==> src/rtl/vga_timing_gen.sv <==
// ----------------------------------------------------------------------------
// vga_timing_gen
//
// VGA raster timing generator. A clock divider turns clk into a pixel strobe.
// Horizontal and vertical counters walk the full raster (active + front
// porch + sync + back porch). Every output is driven straight from a flop,
// and the decoded outputs are computed from the next-state counts so they
// change on the same edge as the x/y they describe.
//
// Parameters
//   CLK_DIV                          clk cycles per pixel
//   H_ACTIVE, H_FP, H_SYNC, H_BP     horizontal timing in pixels
//   V_ACTIVE, V_FP, V_SYNC, V_BP     vertical timing in lines
//
// Ports
//   clk          in   single clock, rising edge
//   reset        in   asynchronous reset, active low
//   enable       in   run control; low freezes all timing state
//   pix_tick     out  high for one clk per pixel, the cycle a new x is shown
//   x            out  horizontal count, 0..H_TOTAL-1
//   y            out  vertical count, 0..V_TOTAL-1
//   active       out  visible region (x < H_ACTIVE and y < V_ACTIVE)
//   hSync        out  horizontal sync, active low
//   vSync        out  vertical sync, active low
//   line_start   out  one-clk pulse on the cycle x first shows 0 after a wrap
//   frame_start  out  one-clk pulse on the cycle (x,y) first shows (0,0)
//   frame_count  out  frames completed, modulo 256
// ----------------------------------------------------------------------------
module vga_timing_gen #(
    parameter int CLK_DIV  = 2,
    parameter int H_ACTIVE = 640,
    parameter int H_FP     = 16,
    parameter int H_SYNC   = 96,
    parameter int H_BP     = 48,
    parameter int V_ACTIVE = 480,
    parameter int V_FP     = 10,
    parameter int V_SYNC   = 2,
    parameter int V_BP     = 33
) (
    input  logic       clk,
    input  logic       reset,
    input  logic       enable,
    output logic       pix_tick,
    output logic [9:0] x,
    output logic [9:0] y,
    output logic       active,
    output logic       hSync,
    output logic       vSync,
    output logic       line_start,
    output logic       frame_start,
    output logic [7:0] frame_count
);

    localparam int H_TOTAL = H_ACTIVE + H_FP + H_SYNC + H_BP;
    localparam int V_TOTAL = V_ACTIVE + V_FP + V_SYNC + V_BP;

    // A divide-by-one still needs a one-bit counter that simply stays at 0.
    localparam int DIV_W = (CLK_DIV > 1) ? $clog2(CLK_DIV) : 1;

    localparam logic [DIV_W-1:0] DIV_LAST = DIV_W'(CLK_DIV - 1);

    localparam logic [9:0] X_LAST   = 10'(H_TOTAL - 1);
    localparam logic [9:0] Y_LAST   = 10'(V_TOTAL - 1);
    localparam logic [9:0] X_ACT    = 10'(H_ACTIVE);
    localparam logic [9:0] Y_ACT    = 10'(V_ACTIVE);
    localparam logic [9:0] HS_START = 10'(H_ACTIVE + H_FP);
    localparam logic [9:0] HS_END   = 10'(H_ACTIVE + H_FP + H_SYNC);
    localparam logic [9:0] VS_START = 10'(V_ACTIVE + V_FP);
    localparam logic [9:0] VS_END   = 10'(V_ACTIVE + V_FP + V_SYNC);

    logic [DIV_W-1:0] div_cnt;
    logic [DIV_W-1:0] div_nxt;
    logic [9:0]       x_nxt;
    logic [9:0]       y_nxt;
    logic             div_wrap;
    logic             x_wrap;
    logic             y_wrap;
    logic             active_nxt;
    logic             hsync_nxt;
    logic             vsync_nxt;

    // Wrap conditions chain: a line wraps only on a pixel step, a frame
    // only on a line wrap. enable gates the whole chain, so with enable low
    // every next-state value equals the current one and all pulses are 0.
    always_comb begin
        div_wrap = enable && (div_cnt == DIV_LAST);
        x_wrap   = div_wrap && (x == X_LAST);
        y_wrap   = x_wrap && (y == Y_LAST);
    end

    always_comb begin
        div_nxt = div_cnt;
        x_nxt   = x;
        y_nxt   = y;
        if (enable) begin
            if (div_wrap) begin
                div_nxt = '0;
                if (x_wrap) begin
                    x_nxt = '0;
                    if (y_wrap) begin
                        y_nxt = '0;
                    end else begin
                        y_nxt = y + 10'd1;
                    end
                end else begin
                    x_nxt = x + 10'd1;
                end
            end else begin
                div_nxt = div_cnt + 1'b1;
            end
        end
    end

    // Decoding the next-state counts lets the registered flags line up
    // with the registered x/y they belong to.
    always_comb begin
        active_nxt = (x_nxt < X_ACT) && (y_nxt < Y_ACT);
        hsync_nxt  = !((x_nxt >= HS_START) && (x_nxt < HS_END));
        vsync_nxt  = !((y_nxt >= VS_START) && (y_nxt < VS_END));
    end

    // Reset puts the raster at (0,0), which is inside the visible region
    // and outside both sync windows. The pulses stay low there: the first
    // line_start/frame_start comes from a genuine wrap.
    always_ff @(posedge clk or negedge reset) begin
        if (!reset) begin
            div_cnt     <= '0;
            x           <= '0;
            y           <= '0;
            active      <= 1'b1;
            hSync       <= 1'b1;
            vSync       <= 1'b1;
            pix_tick    <= 1'b0;
            line_start  <= 1'b0;
            frame_start <= 1'b0;
            frame_count <= '0;
        end else begin
            div_cnt     <= div_nxt;
            x           <= x_nxt;
            y           <= y_nxt;
            active      <= active_nxt;
            hSync       <= hsync_nxt;
            vSync       <= vsync_nxt;
            pix_tick    <= div_wrap;
            line_start  <= x_wrap;
            frame_start <= y_wrap;
            if (y_wrap) begin
                frame_count <= frame_count + 8'd1;
            end
        end
    end

endmodule

==> config.mk <==
export PLATFORM = sky130hd
export DESIGN_NAME = vga_timing_gen
export DESIGN_NICKNAME = d
export VERILOG_FILES = /design/src/rtl/vga_timing_gen.sv
export SDC_FILE = /design/constraint.sdc
export NUM_CORES = 1
export LEC_CHECK = 0
export BUFFER_PORTS_ARGS = -buffer_cell sky130_fd_sc_hd__buf_2
export CORE_ASPECT_RATIO = 0.6
export CORE_MARGIN = 2
export CORE_UTILIZATION = 30
export DETAILED_ROUTE_END_ITERATION = 12
export MAX_ROUTING_LAYER = met4
export PLACE_DENSITY = 0.51
export SLEW_MARGIN = 30
export SYNTH_ARGS = -nofsm -noshare
export SYNTH_HDL_FRONTEND = slang
export SYNTH_SLANG_ARGS = --single-unit
export TNS_END_PERCENT = 50
==> constraint.sdc <==
create_clock -name clk -period 4.15 [get_ports clk]
set_input_delay 0.6225 -clock clk [delete_from_list [all_inputs] [get_ports clk]]
set_output_delay 0.6225 -clock clk [all_outputs]
set_load 0.01 [all_outputs]
# --- Word-level counts from Yosys, hierarchy flattened ---
# Index checks and enable logic that the tools add are counted.
totals:
  ff_bits: 35
  wordCells: 38
classes:
  magnitude_cmp: 6
  muxes: 8
  n_addsub: 4
  eq_ne: 2
  reduce_logical: 8
op_table:
  columns: ["op", "count"]
  rows:
  - ["$mux W10", 7]
  - ["$add A10 B1 Y10 const B", 2]
  - ["$eq A10 B10 Y1 const B", 2]
  - ["$lt A10 B10 Y1 const B", 2]
  - ["$lt A10 B9 Y1 const B", 2]
  - ["$ge A10 B10 Y1 const B", 1]
  - ["$ge A10 B9 Y1 const B", 1]
  - ["$add A8 B1 Y8 const B", 1]
  - ["$logic_and A1 B1 Y1", 6]
  - ["$logic_not A1 Y1", 2]
  - ["$add A1 B1 Y1 const B", 1]
  - ["$mux W1", 1]

# --- Longest topological paths before layout ---
# Gate-level depths: netlist of run 1.
logic_depth:
  ltp_word: 10
  mapped_depth: 8
  depth_no_buf: 7

# --- Least setup slack after synthesis of run 1 ---
# Ideal clock, no wire load.
synth_path:
  path_type: "reg-to-reg"
  from: "register x[0]"
  to: "register vSync"
  setup_slack_ns: 1.860
  t_arrival_ns: 2.191
  setup_time_ns: 0.099
  path_buffers: 1
  path_stages_with_launch: 8
  path_cell_list: "dfrtp_1 > ha_1 > nand4bb_4 > or3_1 > buf_6 > or3_4 > a2111oi_2 > nand4_1"
synth_via:
  elab_chain_len: 10
  word_cells_on_any_way: 11
  classes_between: "order compare: 2; eq/ne: 1; mux: 4; reduce/logical: 4"
synth_lines:
  columns: ["element", "line_no", "rtl"]
  rows:
  - ["from (decl)", "44", "output logic [9:0] x,"]
  - ["from (signal assigned)", "139", "x <= x_nxt;"]
  - ["$eq A10 B10 Y1 (*)", "87", "x_wrap = div_wrap && (x == X_LAST);"]
  - ["$logic_and A1 B1 Y1 (*)", "87", null]
  - ["$logic_and A1 B1 Y1", "88", "y_wrap = x_wrap && (y == Y_LAST);"]
  - ["$mux W10", "100", "if (y_wrap) begin"]
  - ["$mux W10 (*)", "98", "if (x_wrap) begin"]
  - ["$mux W10 (*)", "96", "if (div_wrap) begin"]
  - ["$mux W10 (*)", "95", "if (enable) begin"]
  - ["$ge A10 B9 Y1 or $lt A10 B9 Y1 (tied branches)", "119", "vsync_nxt = !((y_nxt >= VS_START) && (y_nxt < VS_END));"]
  - ["$logic_and A1 B1 Y1 (*)", "119", null]
  - ["$logic_not A1 Y1 (*)", "119", null]
  - ["named net vsync_nxt", "80", "logic vsync_nxt;"]
  - ["to (signal assigned)", "143", "vSync <= vsync_nxt;"]
  - ["to (decl)", "48", "output logic vSync,"]
# Mark *: on every way through the listed nets, which the timed path passes. The rest lies on a longest branch.
# A chain may end at the register's enable or synchronous reset.

# --- Final worst setup path of run 1 ---
# Ends and elaborated chain as after synthesis.

==> results.json, run 1 <==
{
  "stdcell_count": 302,
  "io_pins": 37,
  "totalWireLength_microns": 4270,
  "cts_max_level": 2,
  "fp-row-count": 22,
  "post_cts_resized": 0,
  "startpoint": "x[0]",
  "crit_path_end_kind": "flop",
  "p_per_area_nw_per_um2": 357,
  "dr.pass1.iters": 4,
  "hold_buffers": 0,
  "place.gp.congestion": 0.776,
  "slowest_delay_ns": 0.53,
  "fmax_mhz": 398,
  "num_antenna_cells": 0,
  "place_area_sq_um": 2090,
  "path_buf_inv": 1,
  "grt_use_met3_pct": 4.73,
  "clock_path_buffers": 2,
  "grt_pass1_wl_microns": 7130,
  "path_max_fanout": 18,
  "clkSinkCount": 35,
  "post-dp-hpwl_microns": 3080,
  "nFillCells": 646,
  "ys_seq_area_share_pct": 47.4,
  "core_sq_um": 6060,
  "required_ns": 4.35,
  "cts_buffers": 5,
  "cts_setup_buffers": 0,
  "cp.depth": 7,
  "setup_viol": 0,
  "r2r_cells": 7,
  "initial_core_util_pct": 30.6,
  "timing.final.crit_period_ns": 2.52,
  "synth-main-ff-cell": "dfrtp_1",
  "dpl.cell_count": 294,
  "p_int_mw": 0.537,
  "grt_pass1_vias": 1325,
  "slew_viol_final": 0,
  "viasPerCell": 4.95,
  "synth_nets": 189,
  "tns_ns": 0,
  "hold_violations": 0,
  "grt_usage_pct": 14.0,
  "fin_nets": 224,
  "hold_path_class": "in2async",
  "worst_pin_slew_ns": 0.780,
  "synth_cell_types": 47,
  "fin_skew_ns": 0.00387,
  "synth_cells": 182,
  "worstSetupPathType": "reg2reg",
  "port_buffers": 36,
  "crit_family": "simple AND/OR/NAND/NOR gates",
  "async_flop_share_pct": 100,
  "cap_viol_max_count": 0,
  "yosysWarnings": 0,
  "final_antenna_net_count": 0,
  "rsz0062_at_grt": "false",
  "p_sw_share_pct": 30.8,
  "cts_tree": "done",
  "wl_per_cell_microns": 14.1,
  "drt_iter0_drc": 110,
  "cts.clk_slew.worst_paths_ns": 0.07,
  "vdd_drop_max_mv": 0.300,
  "timing.hold.ws_ns": 0.414,
  "die_h_microns": 64.9,
  "final_area_sq_um": 2170,
  "cp.arrival_ns": 2.71,
  "area_growth_pct": 17.2,
  "dieArea_sq_um": 6850,
  "synth_edf_count": 0,
  "grt_use_met1_pct": 22.1,
  "grt_max_degree": 36,
  "drc": 0,
  "fin_util_pct": 35.9,
  "r2r-start": "x[0]",
  "ys_seq_elements": 35,
  "p_leak_nw": 1.01,
  "slowest_stage": "or3_1",
  "synth_area_sq_um": 1860,
  "avgSynthCellArea_sq_um": 10.2,
  "die_w_microns": 106,
  "ff_latch_area_sq_um": 880,
  "pwr-share-comb_pct": 15.3,
  "cts_root_buf": "clkbuf_8",
  "drive_gt1_share_pct": 23.9,
  "critPathLaunchType": "flop",
  "clkPwrFrac_pct": 30.9,
  "power_frac_seq_pct": 53.7,
  "min_period_over_period_pct": 60.6,
  "outcome": "completed",
  "path_cells": "ha_1, nand4bb_4, or3_1, clkinv_1, nand3_1, a221oi_1, nand4_1",
  "vias": 1494,
  "use_met2_pct": 16.0,
  "reg2reg_to": "vSync",
  "power.switching_mw": 0.239,
  "clkLatencyLatePin_ns": 0.28,
  "crit_end": "vSync",
  "r2r_slack_ns": 1.63,
  "multi_input_area_sq_um": 887,
  "gr-total-overflow": 0,
  "relSlewSlack_pct": 48.0,
  "grt-busiest-layer": "met1",
  "antenna_found_initial": 0
}
[worst register-to-register path: stages (launching register included)]
cell	delay, ns
dfrtp_1	0.43
ha_1	0.29
nand4bb_4	0.15
or3_1	0.53
clkinv_1	0.36
nand3_1	0.16
a221oi_1	0.38
nand4_1	0.13
[area by class of cell]
| type | count | share of cell area, % |
|---|---|---|
| well taps | 84 | 4.83 |
| inverters | 11 | 1.90 |
| multi-input cells | 128 | 40.8 |
| clock buffers | 7 | 3.51 |
| clock inverters | 1 | 0.230 |
| repair buffers | 36 | 8.29 |
| flip-flops and latches | 35 | 40.4 |
[power by group through the flow]
stage / logic (mW) / clock network (mW) / registers, mW
after floorplan: 0.0682 / 0 / 0.419
after global placement: 0.122 / 0 / 0.422
after detailed placement: 0.120 / 0 / 0.422
after CTS: 0.121 / 0.250 / 0.416
after global routing: 0.136 / 0.263 / 0.425
final: 0.119 / 0.240 / 0.417
[cell families (layout without fill, tap and decap cells)]
| kind of cell | Yosys count | count (layout) | share of synthesized area, % |
|---|---|---|---|
| simple gates | 71 | 71 | 23.2 |
| flops | 35 | 35 | 47.4 |
| compound gates | 31 | 31 | 11.3 |
| xor+xnor | 20 | 20 | 9.44 |
| buf+inv | 19 | 55 | 4.79 |
| fa+ha+maj | 4 | 4 | 2.70 |
| mux | 2 | 2 | 1.15 |
[worst min-delay path by stage]
stage,end,slack (ns),cells past startpoint
after floorplan,div_cnt,0.33,0
after global placement,frame_count[7],0.45,1
after detailed placement,frame_count[7],0.46,1
after CTS,y[6],0.46,1
after global routing,y[6],0.49,1
final,y[6],0.41,1
[registers in the layout, indices dropped and copies added, names as in the netlist]
name,count
active,1
div_cnt,1
frame_count,8
frame_start,1
hSync,1
line_start,1
pix_tick,1
vSync,1
x,10
y,10
[cells in the mapped netlist, types with 2 or more instances]
master	instances	area, sq um
o211ai_1	2	15.0
nand4_1	12	75.1
nor3_1	3	15.0
inv_1	10	37.5
xnor2_1	13	114
and3_1	2	12.5
a211oi_1	2	15.0
o31ai_1	2	15.0
a21oi_1	4	20.0
buf_6	2	22.5
nor4b_1	2	17.5
nand2_1	10	37.5
nor2_1	9	33.8
dfrtp_1	32	801
nand4b_1	2	17.5
or3_1	2	12.5
nor4_1	2	12.5
and2_1	5	31.3
ha_1	4	50.1
clkbuf_1	4	15.0
a221oi_1	2	17.5
nand3_1	11	55.1
and4_1	2	17.5
buf_2	2	10.0
o21ai_0	11	55.1
xor2_1	7	61.3
dfstp_2	3	78.8
[layout by cell type, fill, tap and decap left out, drive strengths merged, types with 2 or more instances in the layout]
| cell | count |
|---|---|
| and3 | 2 |
| a211oi | 2 |
| nor4 | 2 |
| xor2 | 7 |
| xnor2 | 13 |
| dfstp | 3 |
| nand4 | 12 |
| and2 | 5 |
| and4 | 2 |
| ha | 4 |
| nand4b | 2 |
| clkbuf | 7 |
| o31ai | 2 |
| buf | 36 |
| dfrtp | 32 |
| a221oi | 2 |
| o21ai | 11 |
| nor3 | 3 |
| nand2 | 10 |
| nand3 | 11 |
| a21oi | 4 |
| clkinv | 2 |
| o211ai | 2 |
| nor2 | 10 |
| nor4b | 2 |
| inv | 10 |
| or3 | 3 |
[metrics by stage]
stage	setup slack [ns]	power, mW
floorplan	1.86	0.487
global placement	1.57	0.544
detailed placement	1.52	0.542
CTS	1.63	0.787
global route	1.38	0.824
finish	1.63	0.775
[metal layers]
| metal | routed length (microns) | vias up | share of wire (%) |
|---|---|---|---|
| li1 | - | 734 | - |
| met1 | 2410 | 703 | 56 |
| met2 | 1520 | 52 | 36 |
| met3 | 310 | 5 | 7.3 |
| met4 | 33 | 0 | 0.77 |
| met5 | 0 | - | 0 |
Note: power is estimated with default switching activity, not from simulation.
==> run 2: changes to the inputs <==
--- a/config.mk
+++ b/config.mk
@@ -5,13 +5,14 @@
 export SDC_FILE = /design/constraint.sdc
 export NUM_CORES = 1
 export LEC_CHECK = 0
+export ABC_AREA = 1
 export BUFFER_PORTS_ARGS = -buffer_cell sky130_fd_sc_hd__buf_2
 export CORE_ASPECT_RATIO = 0.6
 export CORE_MARGIN = 2
 export CORE_UTILIZATION = 30
 export DETAILED_ROUTE_END_ITERATION = 12
 export MAX_ROUTING_LAYER = met4
-export PLACE_DENSITY = 0.51
+export PLACE_DENSITY = 0.52
 export SLEW_MARGIN = 30
 export SYNTH_ARGS = -nofsm -noshare
 export SYNTH_HDL_FRONTEND = slang
==> constraint.sdc (replaced) <==
create_clock -name clk -period 2.2 [get_ports clk]
set_input_delay 0.33 -clock clk [delete_from_list [all_inputs] [get_ports clk]]
set_output_delay 0.33 -clock clk [all_outputs]
set_load 0.01 [all_outputs]
==> results.json, run 2 <==
{
  "outcome": "completed",
  "startpoint": "y[1]",
  "pwr-share-comb_pct": 28.5,
  "cts.clk_slew.worst_paths_ns": 0.07,
  "vdd_drop_max_mv": 0.254,
  "top_regs": "x (10), y (10), frame_count (8)",
  "cts_buffers": 5,
  "ys_seq_area_share_pct": 43.6,
  "required_ns": 2.42,
  "place.gp.congestion": 0.876,
  "cts_tree": "done",
  "yosys-top-cells-area": "dfrtp_1, nand2_1, inv_1, nor2_1, nand3_1",
  "fp-row-count": 23,
  "core_sq_um": 6590,
  "power_frac_seq_pct": 46.7,
  "tns_ns": 0,
  "hold_buffers": 0,
  "synth.top_cell.area_share_pct": 39.7,
  "die_h_microns": 67.5,
  "yosysTopAreaCell": "dfrtp_1",
  "cts_root_buf": "clkbuf_8",
  "hold_path_class": "in2async",
  "cp.arrival_ns": 2.12,
  "fin_skew_ns": 0.00709,
  "cts_setup_buffers": 0,
  "slew_viol_final": 0,
  "dieArea_sq_um": 7420,
  "place_area_sq_um": 2310,
  "cts_max_level": 2,
  "ys_seq_elements": 35,
  "relSlewSlack_pct": 45.3,
  "cap_viol_max_count": 0,
  "die_w_microns": 110,
  "synth_nets": 262,
  "synth_edf_count": 0,
  "power.switching_mw": 0.690,
  "setup_ws_ns": 0.299,
  "final_cell_mix": "nand2_1, buf_2, inv_1",
  "hold_violations": 0,
  "drc": 0,
  "rsz0062_at_grt": "false",
  "r2r-start": "y[1]",
  "path_max_fanout": 6,
  "slowest_stage": "dfrtp_1",
  "clock_path_buffers": 2,
  "slowest_delay_ns": 0.46,
  "drt_iter0_drc": 86,
  "worst_pin_slew_ns": 0.821,
  "totalWireLength_microns": 4790,
  "post-dp-hpwl_microns": 3650,
  "drive_gt1_share_pct": 26.1,
  "area_growth_pct": 18.5,
  "antenna_found_initial": 0,
  "num_antenna_cells": 0,
  "viasPerCell": 4.47,
  "clkPwrFrac_pct": 24.8,
  "timing.final.crit_period_ns": 1.90,
  "wl_per_cell_microns": 12.4,
  "avgSynthCellArea_sq_um": 7.91,
  "post_cts_resized": 0,
  "final_common_cell": "nand2_1",
  "path_cells": "ha_1, inv_1, nor2_1, nand2_1, xor2_1, nand2_1, nand2_1, nor2_1, inv_1, nor2_1, nor2_1",
  "dr.pass1.iters": 4,
  "final_antenna_net_count": 0,
  "p_per_area_nw_per_um2": 776,
  "clkLatencyLatePin_ns": 0.29,
  "grt_pass1_vias": 1595,
  "grt_max_degree": 36,
  "initial_core_util_pct": 30.6,
  "synth-main-ff-cell": "dfrtp_1",
  "setup_viol": 0,
  "p_sw_share_pct": 37.2,
  "ys_top_cells_by_count": "nand2_1, inv_1, dfrtp_1, nor2_1, nand3_1",
  "fin_util_pct": 36.3,
  "fin_nets": 305,
  "gr-total-overflow": 0,
  "async_flop_share_pct": 100,
  "grt_usage_pct": 14.9,
  "p_leak_nw": 1.31,
  "crit_path_end_kind": "flop",
  "pre_cts_slack_ns": 0.324,
  "port_buffers": 36,
  "synth_cell_types": 26,
  "cp_common_cell": "nor2_1",
  "synth.most_common_cell": "nand2_1",
  "synth_area_sq_um": 2020,
  "io_pins": 37,
  "min_period_over_period_pct": 86.4,
  "clkSinkCount": 35,
  "synth_cells": 255,
  "worstSetupPathType": "reg2reg",
  "nFillCells": 692,
  "critPathLaunchType": "flop",
  "grt_pass1_wl_microns": 8060,
  "p_int_mw": 1.17,
  "vias": 1724,
  "final_area_sq_um": 2390,
  "fmax_mhz": 526,
  "yosysWarnings": 0
}
run 2: changes by cell type in the layout (fill, tap and decap cells not counted), sizes merged, moves of 5 or more:
cell   before  now
nand3      11   23
and2        5    0
inv        10   41
nor2       10   38
nand2      10   73
xnor2      13    2
run 2: area by class of cell:
cell class | count | area [sq um] | share of cell area, %
multi-input cells | 178 | 978 | 40.9
clock buffers | 6 | 72.6 | 3.04
inverters | 42 | 159 | 6.65
repair buffers | 36 | 180 | 7.54
clock inverters | 2 | 12.5 | 0.523
flip-flops and latches | 35 | 880 | 36.8
well taps | 87 | 109 | 4.55
run 2: worst max-delay path: cells and delay by family (launching register included):
family / cells / cell delay [ns]
buffers and inverters: 2 / 0.15
and+or+nand+nor: 7 / 0.79
adders and majority gates: 1 / 0.31
xor gates and xnor gates: 1 / 0.14
DFF: 1 / 0.46
run 2: per-layer routing:
layer / GRT usage [%] / wire length, microns / vias up
met5: - / 0 / -
met4: 2.85 / 29 / 0
met3: 4.05 / 332 / 5
met2: 19.6 / 1810 / 44
met1: 22.4 / 2620 / 789
li1: - / - / 886
run 2: stage by stage:
stage	hold slack (ns)	power, mW	instances
global route	0.212	2.01	386
finish	0.143	1.86	386
floorplan	0.0344	1.21	255
global placement	0.473	1.43	378
detailed placement	0.480	1.41	378
CTS	0.163	1.89	386
run 2: cell families after synthesis:
group / share of synthesized area, %
AO/OA/AOI/OAI: 3.35
XOR/XNOR: 4.78
adder cells (fa/ha/maj): 2.48
buffers and inverters: 7.88
flip-flops: 43.6
multiplexers: 0.558
AND/OR/NAND/NOR: 37.3
run 2: power by group through the flow:
stage                     Clock [mW]  Sequential [mW]  Combinational [mW]
after floorplan                    0            0.904               0.306
after global placement             0            0.878               0.550
after detailed placement           0            0.879               0.532
after CTS                      0.484            0.870               0.536
after global routing           0.515            0.885               0.609
final                          0.460            0.866               0.530
run 2: final timing paths:
| kind | to | cells past startpoint | slack [ns] |
|---|---|---|---|
| setup / recovery | active | 11 | 0.30 |
| hold / removal | y[5] | 1 | 0.14 |
| setup reg to reg | active | 11 | 0.30 |
| hold reg to reg | frame_count[7] | 2 | 0.51 |
| max in group asynchronous | div_cnt | 1 | 1.54 |
| min in group clk | div_cnt | 3 | 0.31 |
